==> src/rtl/red_pitaya_dac_slew_if.sv <==
// Control/data bundle between the ASG channel generator side and the DAC slew limiter.
// The master side drives the target code and controls; the slave (limiter) returns the conditioned code and status.
interface red_pitaya_dac_slew_if #(
    parameter int DW = 14,
    parameter int CW = 16
);
    logic [DW-1:0] dat_i;
    logic [DW-1:0] set_step_i;
    logic          set_bypass_i;
    logic          set_hold_i;
    logic          zero_req_i;
    logic          clr_cnt_i;
    logic [DW-1:0] dat_o;
    logic          limiting_o;
    logic          parked_o;
    logic [CW-1:0] lim_cnt_o;

    modport master (
        output dat_i, set_step_i, set_bypass_i, set_hold_i, zero_req_i, clr_cnt_i,
        input  dat_o, limiting_o, parked_o, lim_cnt_o
    );

    modport slave (
        input  dat_i, set_step_i, set_bypass_i, set_hold_i, zero_req_i, clr_cnt_i,
        output dat_o, limiting_o, parked_o, lim_cnt_o
    );
endinterface

==> src/rtl/red_pitaya_dac_slew.sv <==
// Per-channel DAC slew limiter: bounds the per-cycle change of the DAC code, with hold,
// bypass, ramp-to-zero park and a saturating count of clipped cycles.
module red_pitaya_dac_slew #(
    parameter int DW = 14,
    parameter int CW = 16
) (
    input logic               dac_clk_i,
    input logic               dac_rstn_i,
    red_pitaya_dac_slew_if.slave bus
);

    typedef enum logic [2:0] {
        ST_TRACK,
        ST_BYPASS,
        ST_HOLD,
        ST_RAMP_ZERO,
        ST_PARKED
    } state_t;

    localparam logic [DW:0]   ONE_X = {{DW{1'b0}}, 1'b1};
    localparam logic [CW-1:0] ONE_C = {{(CW-1){1'b0}}, 1'b1};

    state_t        state_q, state_d;
    logic [DW-1:0] y_q, y_d;
    logic          limiting_q, limiting_d;
    logic [CW-1:0] lim_cnt_q, lim_cnt_d;

    logic [DW-1:0] tgt;
    logic [DW:0]   tgt_ext, y_ext, diff, diff_abs, step_ext;
    logic          slew_clip;
    logic [DW-1:0] slew_y;

    // Difference and magnitude are taken one bit wider so full-scale swings cannot overflow.
    assign tgt      = bus.zero_req_i ? '0 : bus.dat_i;
    assign tgt_ext  = {tgt[DW-1], tgt};
    assign y_ext    = {y_q[DW-1], y_q};
    assign diff     = tgt_ext - y_ext;
    assign diff_abs = diff[DW] ? (~diff + ONE_X) : diff;
    assign step_ext = {1'b0, bus.set_step_i};

    assign slew_clip = (bus.set_step_i != '0) && (diff_abs > step_ext);
    // A clipped result lies strictly between y and the target, so DW-bit arithmetic cannot wrap.
    assign slew_y    = !slew_clip ? tgt
                     : (diff[DW] ? (y_q - bus.set_step_i) : (y_q + bus.set_step_i));

    always_comb begin
        state_d    = state_q;
        y_d        = y_q;
        limiting_d = 1'b0;
        if (state_q == ST_PARKED) begin
            if (bus.zero_req_i) begin
                state_d = ST_PARKED;
                y_d     = '0;
            end else begin
                state_d    = ST_TRACK;
                y_d        = slew_y;
                limiting_d = slew_clip;
            end
        end else if (bus.zero_req_i) begin
            state_d    = (slew_y == '0) ? ST_PARKED : ST_RAMP_ZERO;
            y_d        = slew_y;
            limiting_d = slew_clip;
        end else if (bus.set_hold_i) begin
            state_d = ST_HOLD;
        end else if (bus.set_bypass_i) begin
            state_d = ST_BYPASS;
            y_d     = bus.dat_i;
        end else begin
            state_d    = ST_TRACK;
            y_d        = slew_y;
            limiting_d = slew_clip;
        end
    end

    // Clear beats increment; the counter sticks at all-ones.
    always_comb begin
        lim_cnt_d = lim_cnt_q;
        if (bus.clr_cnt_i) begin
            lim_cnt_d = '0;
        end else if (limiting_d && (lim_cnt_q != '1)) begin
            lim_cnt_d = lim_cnt_q + ONE_C;
        end
    end

    always_ff @(posedge dac_clk_i or negedge dac_rstn_i) begin
        if (!dac_rstn_i) begin
            state_q <= ST_TRACK;
        end else begin
            state_q <= state_d;
        end
    end

    always_ff @(posedge dac_clk_i or negedge dac_rstn_i) begin
        if (!dac_rstn_i) begin
            y_q        <= '0;
            limiting_q <= 1'b0;
            lim_cnt_q  <= '0;
        end else begin
            y_q        <= y_d;
            limiting_q <= limiting_d;
            lim_cnt_q  <= lim_cnt_d;
        end
    end

    assign bus.dat_o      = y_q;
    assign bus.limiting_o = limiting_q;
    assign bus.parked_o   = (state_q == ST_PARKED);
    assign bus.lim_cnt_o  = lim_cnt_q;

endmodule

==> src/flat_wrapper.sv <==
// flat-port wrapper written by rule: the top's interface ports become plain ports
module red_pitaya_dac_slew_flat 
#(
    parameter int DW = 14,
    parameter int CW = 16
)
  (dac_clk_i, dac_rstn_i, bus_dat_i, bus_set_step_i, bus_set_bypass_i, bus_set_hold_i, bus_zero_req_i, bus_clr_cnt_i, bus_dat_o, bus_limiting_o, bus_parked_o, bus_lim_cnt_o);
  red_pitaya_dac_slew_if #(.DW(DW), .CW(CW)) bus_i ();
  input logic dac_clk_i;
  input logic dac_rstn_i;
  input wire logic [$bits(bus_i.dat_i)-1:0] bus_dat_i;
  input wire logic [$bits(bus_i.set_step_i)-1:0] bus_set_step_i;
  input wire logic [$bits(bus_i.set_bypass_i)-1:0] bus_set_bypass_i;
  input wire logic [$bits(bus_i.set_hold_i)-1:0] bus_set_hold_i;
  input wire logic [$bits(bus_i.zero_req_i)-1:0] bus_zero_req_i;
  input wire logic [$bits(bus_i.clr_cnt_i)-1:0] bus_clr_cnt_i;
  output wire logic [$bits(bus_i.dat_o)-1:0] bus_dat_o;
  output wire logic [$bits(bus_i.limiting_o)-1:0] bus_limiting_o;
  output wire logic [$bits(bus_i.parked_o)-1:0] bus_parked_o;
  output wire logic [$bits(bus_i.lim_cnt_o)-1:0] bus_lim_cnt_o;
  assign bus_i.dat_i = bus_dat_i;
  assign bus_i.set_step_i = bus_set_step_i;
  assign bus_i.set_bypass_i = bus_set_bypass_i;
  assign bus_i.set_hold_i = bus_set_hold_i;
  assign bus_i.zero_req_i = bus_zero_req_i;
  assign bus_i.clr_cnt_i = bus_clr_cnt_i;
  assign bus_dat_o = bus_i.dat_o;
  assign bus_limiting_o = bus_i.limiting_o;
  assign bus_parked_o = bus_i.parked_o;
  assign bus_lim_cnt_o = bus_i.lim_cnt_o;
  red_pitaya_dac_slew #(.DW(DW), .CW(CW)) u_core (.dac_clk_i(dac_clk_i), .dac_rstn_i(dac_rstn_i), .bus(bus_i));
endmodule
==> config.mk <==
export PLATFORM = sky130hd
export DESIGN_NAME = red_pitaya_dac_slew_flat
export DESIGN_NICKNAME = d
export VERILOG_FILES = /design/src/rtl/red_pitaya_dac_slew_if.sv /design/src/rtl/red_pitaya_dac_slew.sv /design/src/flat_wrapper.sv
export SDC_FILE = /design/constraint.sdc
export NUM_CORES = 1
export LEC_CHECK = 0
export CAP_MARGIN = 0
export CORE_MARGIN = 4
export CORE_UTILIZATION = 60
export CTS_CLUSTER_DIAMETER = 120
export DETAILED_ROUTE_END_ITERATION = 7
export PLACE_DENSITY = 0.87
export SLEW_MARGIN = 20
export SYNTH_ARGS = -nofsm -noshare
export SYNTH_HDL_FRONTEND = slang
export SYNTH_SLANG_ARGS = --single-unit
==> constraint.sdc <==
create_clock -name dac_clk_i -period 9.5 [get_ports dac_clk_i]
set_input_delay 2.375 -clock dac_clk_i [delete_from_list [all_inputs] [get_ports dac_clk_i]]
set_output_delay 2.375 -clock dac_clk_i [all_outputs]
set_load 0.05 [all_outputs]
==> out/results.md <==
* register bit total from synthesis: 34
* share of async-settable or async-resettable flops after synthesis: 1.00
* total setup violations reported at the end of the flow: 0
* Net count, final: 682
* Top Ports: 66
* Metal-1 WL: 5230 um
* Primary FF master, synth: sky130_fd_sc_hd__dfrtp_1
* number of enable-type register cells in the synthesized netlist: 0
* final antenna-violating net count: 0
* launching point of the worst reg2reg path: u_core.bus.dat_o[0]
* DPL Wire Length: 9750 um
* buffer cell driving the clock tree root: sky130_fd_sc_hd__clkbuf_8
* number of warnings printed during yosys synthesis: 0
* number of buffers added to fix hold violations after cts: 0
* Setup CP Type: in -> reg
* Initial Utilization: 0.632
* highest routing layer actually used: met4
* final count of hold timing violations: 0
* router iterations before antenna repair: 5
* Setup Buffers After CTS: 0
* TritonCTS clock tree: built
* total clock buffers created by CTS: 5
* unrepaired setup endpoints after global routing: no
* number of antenna violations at the first check in global routing: 0
* slew at the pin closest to its max-slew limit: 0.930 ns
* total number of vias: 4469
* maximum clock insertion buffer count: 2
* mean number of vias per cell: 6.40
* commonest cells after routing, fill and taps aside: 65 x sky130_fd_sc_hd__clkdlybuf4s50_1, 45 x sky130_fd_sc_hd__ha_1, 42 x sky130_fd_sc_hd__nor2_1
* status: finished, final reports clean
* highest clock frequency the design can meet: 0.123 GHz
* CP Max Fanout: 23
* combined area of the multi-input logic cells: 3290 um^2
* aggregate routed wire length: 12500 um
* worst-case headroom to the max-slew limit: 0.379
* wire length of the first global-routing pass: 20500 um
* path category of the worst min-delay check: reg -> reg
* Reg2Reg Setup Slack: 3.77 ns
* synthesized netlist net count: 623
* Tcrit/Tclk final: 0.857
* area growth from synthesis to layout: 18.3%
* number of global-route vias before repair: 4323
* Worst Clk Skew: 0.00429 ns
* fin. max-slew vios: 0
* Register Area: 851 um^2
* share of cells above drive strength 1: 0.0714
* source of the critical timing path: bus_zero_req_i
* depth of the most critical reg-to-reg path: 19
* area of the placeable core: 6940 um^2
* Iteration-0 DRC Markers: 370
* antenna fix cells: 0
* wire length on met3: 1060 um
* count of H-tree levels built during CTS: 2
* GRT Overall Usage: 0.289
* synthesized instance count: 542
* synthesized area per cell: 8.10 um^2
* summed negative setup slack over all endpoints: 0 ns
* startpoint type of the worst setup path: input pin
* DRC: 0
* die outline area: 8750 um^2
* post-CTS resize count: 0
* quantity of I/O buffers inserted on ports: 65
* GP Congestion: 0.995
* Crit. End Element: flip-flop
* Min Clock Period, post-route: 8.14 ns
* largest net degree at the start of global routing: 36
* endpoint of the worst-slack reg-to-reg timing path: u_core.state_q[1]
* part of the Yosys area used for sequential elements: 0.194
* commonest non-fill, non-tap cell in the layout: sky130_fd_sc_hd__clkdlybuf4s50_1
* Die Ht: 93.6 um
* WP data required: 9.66 ns
* summed instance area of the synthesized netlist: 4390 um^2
* Horiz. Die Dim: 93.6 um
* Clk pin slew, worst setup/hold paths: 0.07 ns
* total global routing overflow: 0
* number of fill cells: 548
* termination of the worst setup path: u_core.state_q[1]
* # Max-Cap Violations: 0
* Clock Sinks: 34
* worst endpoint data arrival time: 8.30 ns
* library cells used by synthesis: 67
* wire length per cell: 17.8 um
* met2 routed WL: 5930 um
* insertion delay of the later-clocked pin in the worst-skew pair: 0.30 ns
* FP Rows: 30
[state kept, by name (all words and copies together), names as in the netlist]
signal	flops
u_core.bus.limiting_o	1
u_core.state_q	3
u_core.bus.lim_cnt_o	16
u_core.bus.dat_o	14
[through the flow]
| stage | hold WS, ns | utilization | instances | area [um^2] | worst slack [ns] |
|---|---|---|---|---|---|
| finish | 0.583 | 0.748 | 698 | 5200 | 1.36 |
| global route | 0.630 | 0.748 | 698 | 5200 | 0.841 |
| CTS | 0.588 | 0.748 | 698 | 5200 | 1.47 |
| detailed placement | 0.575 | 0.736 | 690 | 5110 | 1.23 |
| global placement | 0.552 | 0.736 | 690 | 5110 | 1.52 |
| floorplan | 0.718 | - | 542 | 4390 | 1.89 |
[cell usage after synthesis, types with 4 or more instances]
master	n	share of area
sky130_fd_sc_hd__inv_1	41	0.035
sky130_fd_sc_hd__xnor2_1	38	0.076
sky130_fd_sc_hd__nand4_1	7	0.010
sky130_fd_sc_hd__and3_1	7	0.010
sky130_fd_sc_hd__a21oi_1	32	0.036
sky130_fd_sc_hd__nor3b_1	4	0.0068
sky130_fd_sc_hd__nand3b_1	4	0.0068
sky130_fd_sc_hd__o21bai_1	4	0.0068
sky130_fd_sc_hd__clkbuf_1	13	0.011
sky130_fd_sc_hd__nor3_1	18	0.021
sky130_fd_sc_hd__nor2b_1	30	0.043
sky130_fd_sc_hd__nand2_1	26	0.022
sky130_fd_sc_hd__a221o_1	7	0.016
sky130_fd_sc_hd__nor2_1	42	0.036
sky130_fd_sc_hd__mux2_2	7	0.018
sky130_fd_sc_hd__o31ai_1	8	0.014
sky130_fd_sc_hd__o21ai_0	24	0.027
sky130_fd_sc_hd__nand2b_1	10	0.014
sky130_fd_sc_hd__or3_1	5	0.0071
sky130_fd_sc_hd__xor2_1	10	0.020
sky130_fd_sc_hd__mux2_1	4	0.010
sky130_fd_sc_hd__a31o_2	4	0.0080
sky130_fd_sc_hd__and2_1	5	0.0071
sky130_fd_sc_hd__a21o_1	8	0.014
sky130_fd_sc_hd__nand4b_1	5	0.010
sky130_fd_sc_hd__a31oi_1	7	0.010
sky130_fd_sc_hd__ha_1	45	0.13
sky130_fd_sc_hd__dfrtp_1	34	0.19
sky130_fd_sc_hd__or4_1	6	0.010
sky130_fd_sc_hd__o21a_1	8	0.014
sky130_fd_sc_hd__nand3_1	21	0.024
sky130_fd_sc_hd__o211ai_1	4	0.0068
[metal layers]
| layer | global-route usage | up-vias |
|---|---|---|
| met5 | 0 | - |
| met4 | 0.0746 | 0 |
| met3 | 0.0475 | 30 |
| met2 | 0.488 | 226 |
| met1 | 0.384 | 2118 |
| li1 | - | 2095 |
[cells by family (layout without fill, tap and decap cells)]
family / after synthesis / after routing / synth area share
simple gates: 202 / 202 / 0.257
xor+xnor: 48 / 48 / 0.0957
compound gates: 138 / 138 / 0.226
flops: 34 / 34 / 0.194
fa+ha+maj: 47 / 47 / 0.137
mux: 13 / 13 / 0.0336
buf+inv: 60 / 120 / 0.0570
[critical path, cell delays in order]
cell                              delay, ns
sky130_fd_sc_hd__clkdlybuf4s50_1       0.56
sky130_fd_sc_hd__buf_4                 0.31
sky130_fd_sc_hd__nor2b_1               0.09
sky130_fd_sc_hd__ha_1                  0.48
sky130_fd_sc_hd__a211oi_4              0.11
sky130_fd_sc_hd__o21ai_2               0.27
sky130_fd_sc_hd__a31oi_4               0.14
sky130_fd_sc_hd__a31oi_1               0.61
sky130_fd_sc_hd__o21ai_0               0.28
sky130_fd_sc_hd__xnor2_1               0.27
sky130_fd_sc_hd__ha_1                  0.32
sky130_fd_sc_hd__a2111oi_0             0.50
sky130_fd_sc_hd__o21ai_0               0.25
sky130_fd_sc_hd__a41oi_1               0.34
sky130_fd_sc_hd__o21bai_1              0.10
sky130_fd_sc_hd__a21oi_1               0.21
sky130_fd_sc_hd__xnor2_1               0.11
sky130_fd_sc_hd__or4_1                 0.53
sky130_fd_sc_hd__o21ai_0               0.28
sky130_fd_sc_hd__o21ai_0               0.15
[worst min path at each step]
stage                     slack (ns)                      end               startpoint  depth (start not counted)
after floorplan                 0.72      u_core.bus.dat_o[2]        u_core.state_q[0]                          4
after global placement          0.55  u_core.bus.lim_cnt_o[9]  u_core.bus.lim_cnt_o[9]                          2
after detailed placement        0.58     u_core.bus.dat_o[12]     u_core.bus.dat_o[12]                          2
after CTS                       0.59  u_core.bus.lim_cnt_o[5]  u_core.bus.lim_cnt_o[5]                          2
after global routing            0.63  u_core.bus.lim_cnt_o[1]  u_core.bus.lim_cnt_o[1]                          2
final                           0.58  u_core.bus.lim_cnt_o[5]  u_core.bus.lim_cnt_o[5]                          2
[layout make-up]
cell class,count,share of cell area
Clock buffer,6,0.0140
Clock inverter,2,0.00265
Inverter,41,0.0296
Multi-Input combinational cell,448,0.633
Sequential cell,34,0.164
Tap cell,96,0.0231
Timing Repair Buffer,71,0.134
Power is not shown: default switching activity piles up to over one toggle a cycle in this logic, so the estimate is an artifact.
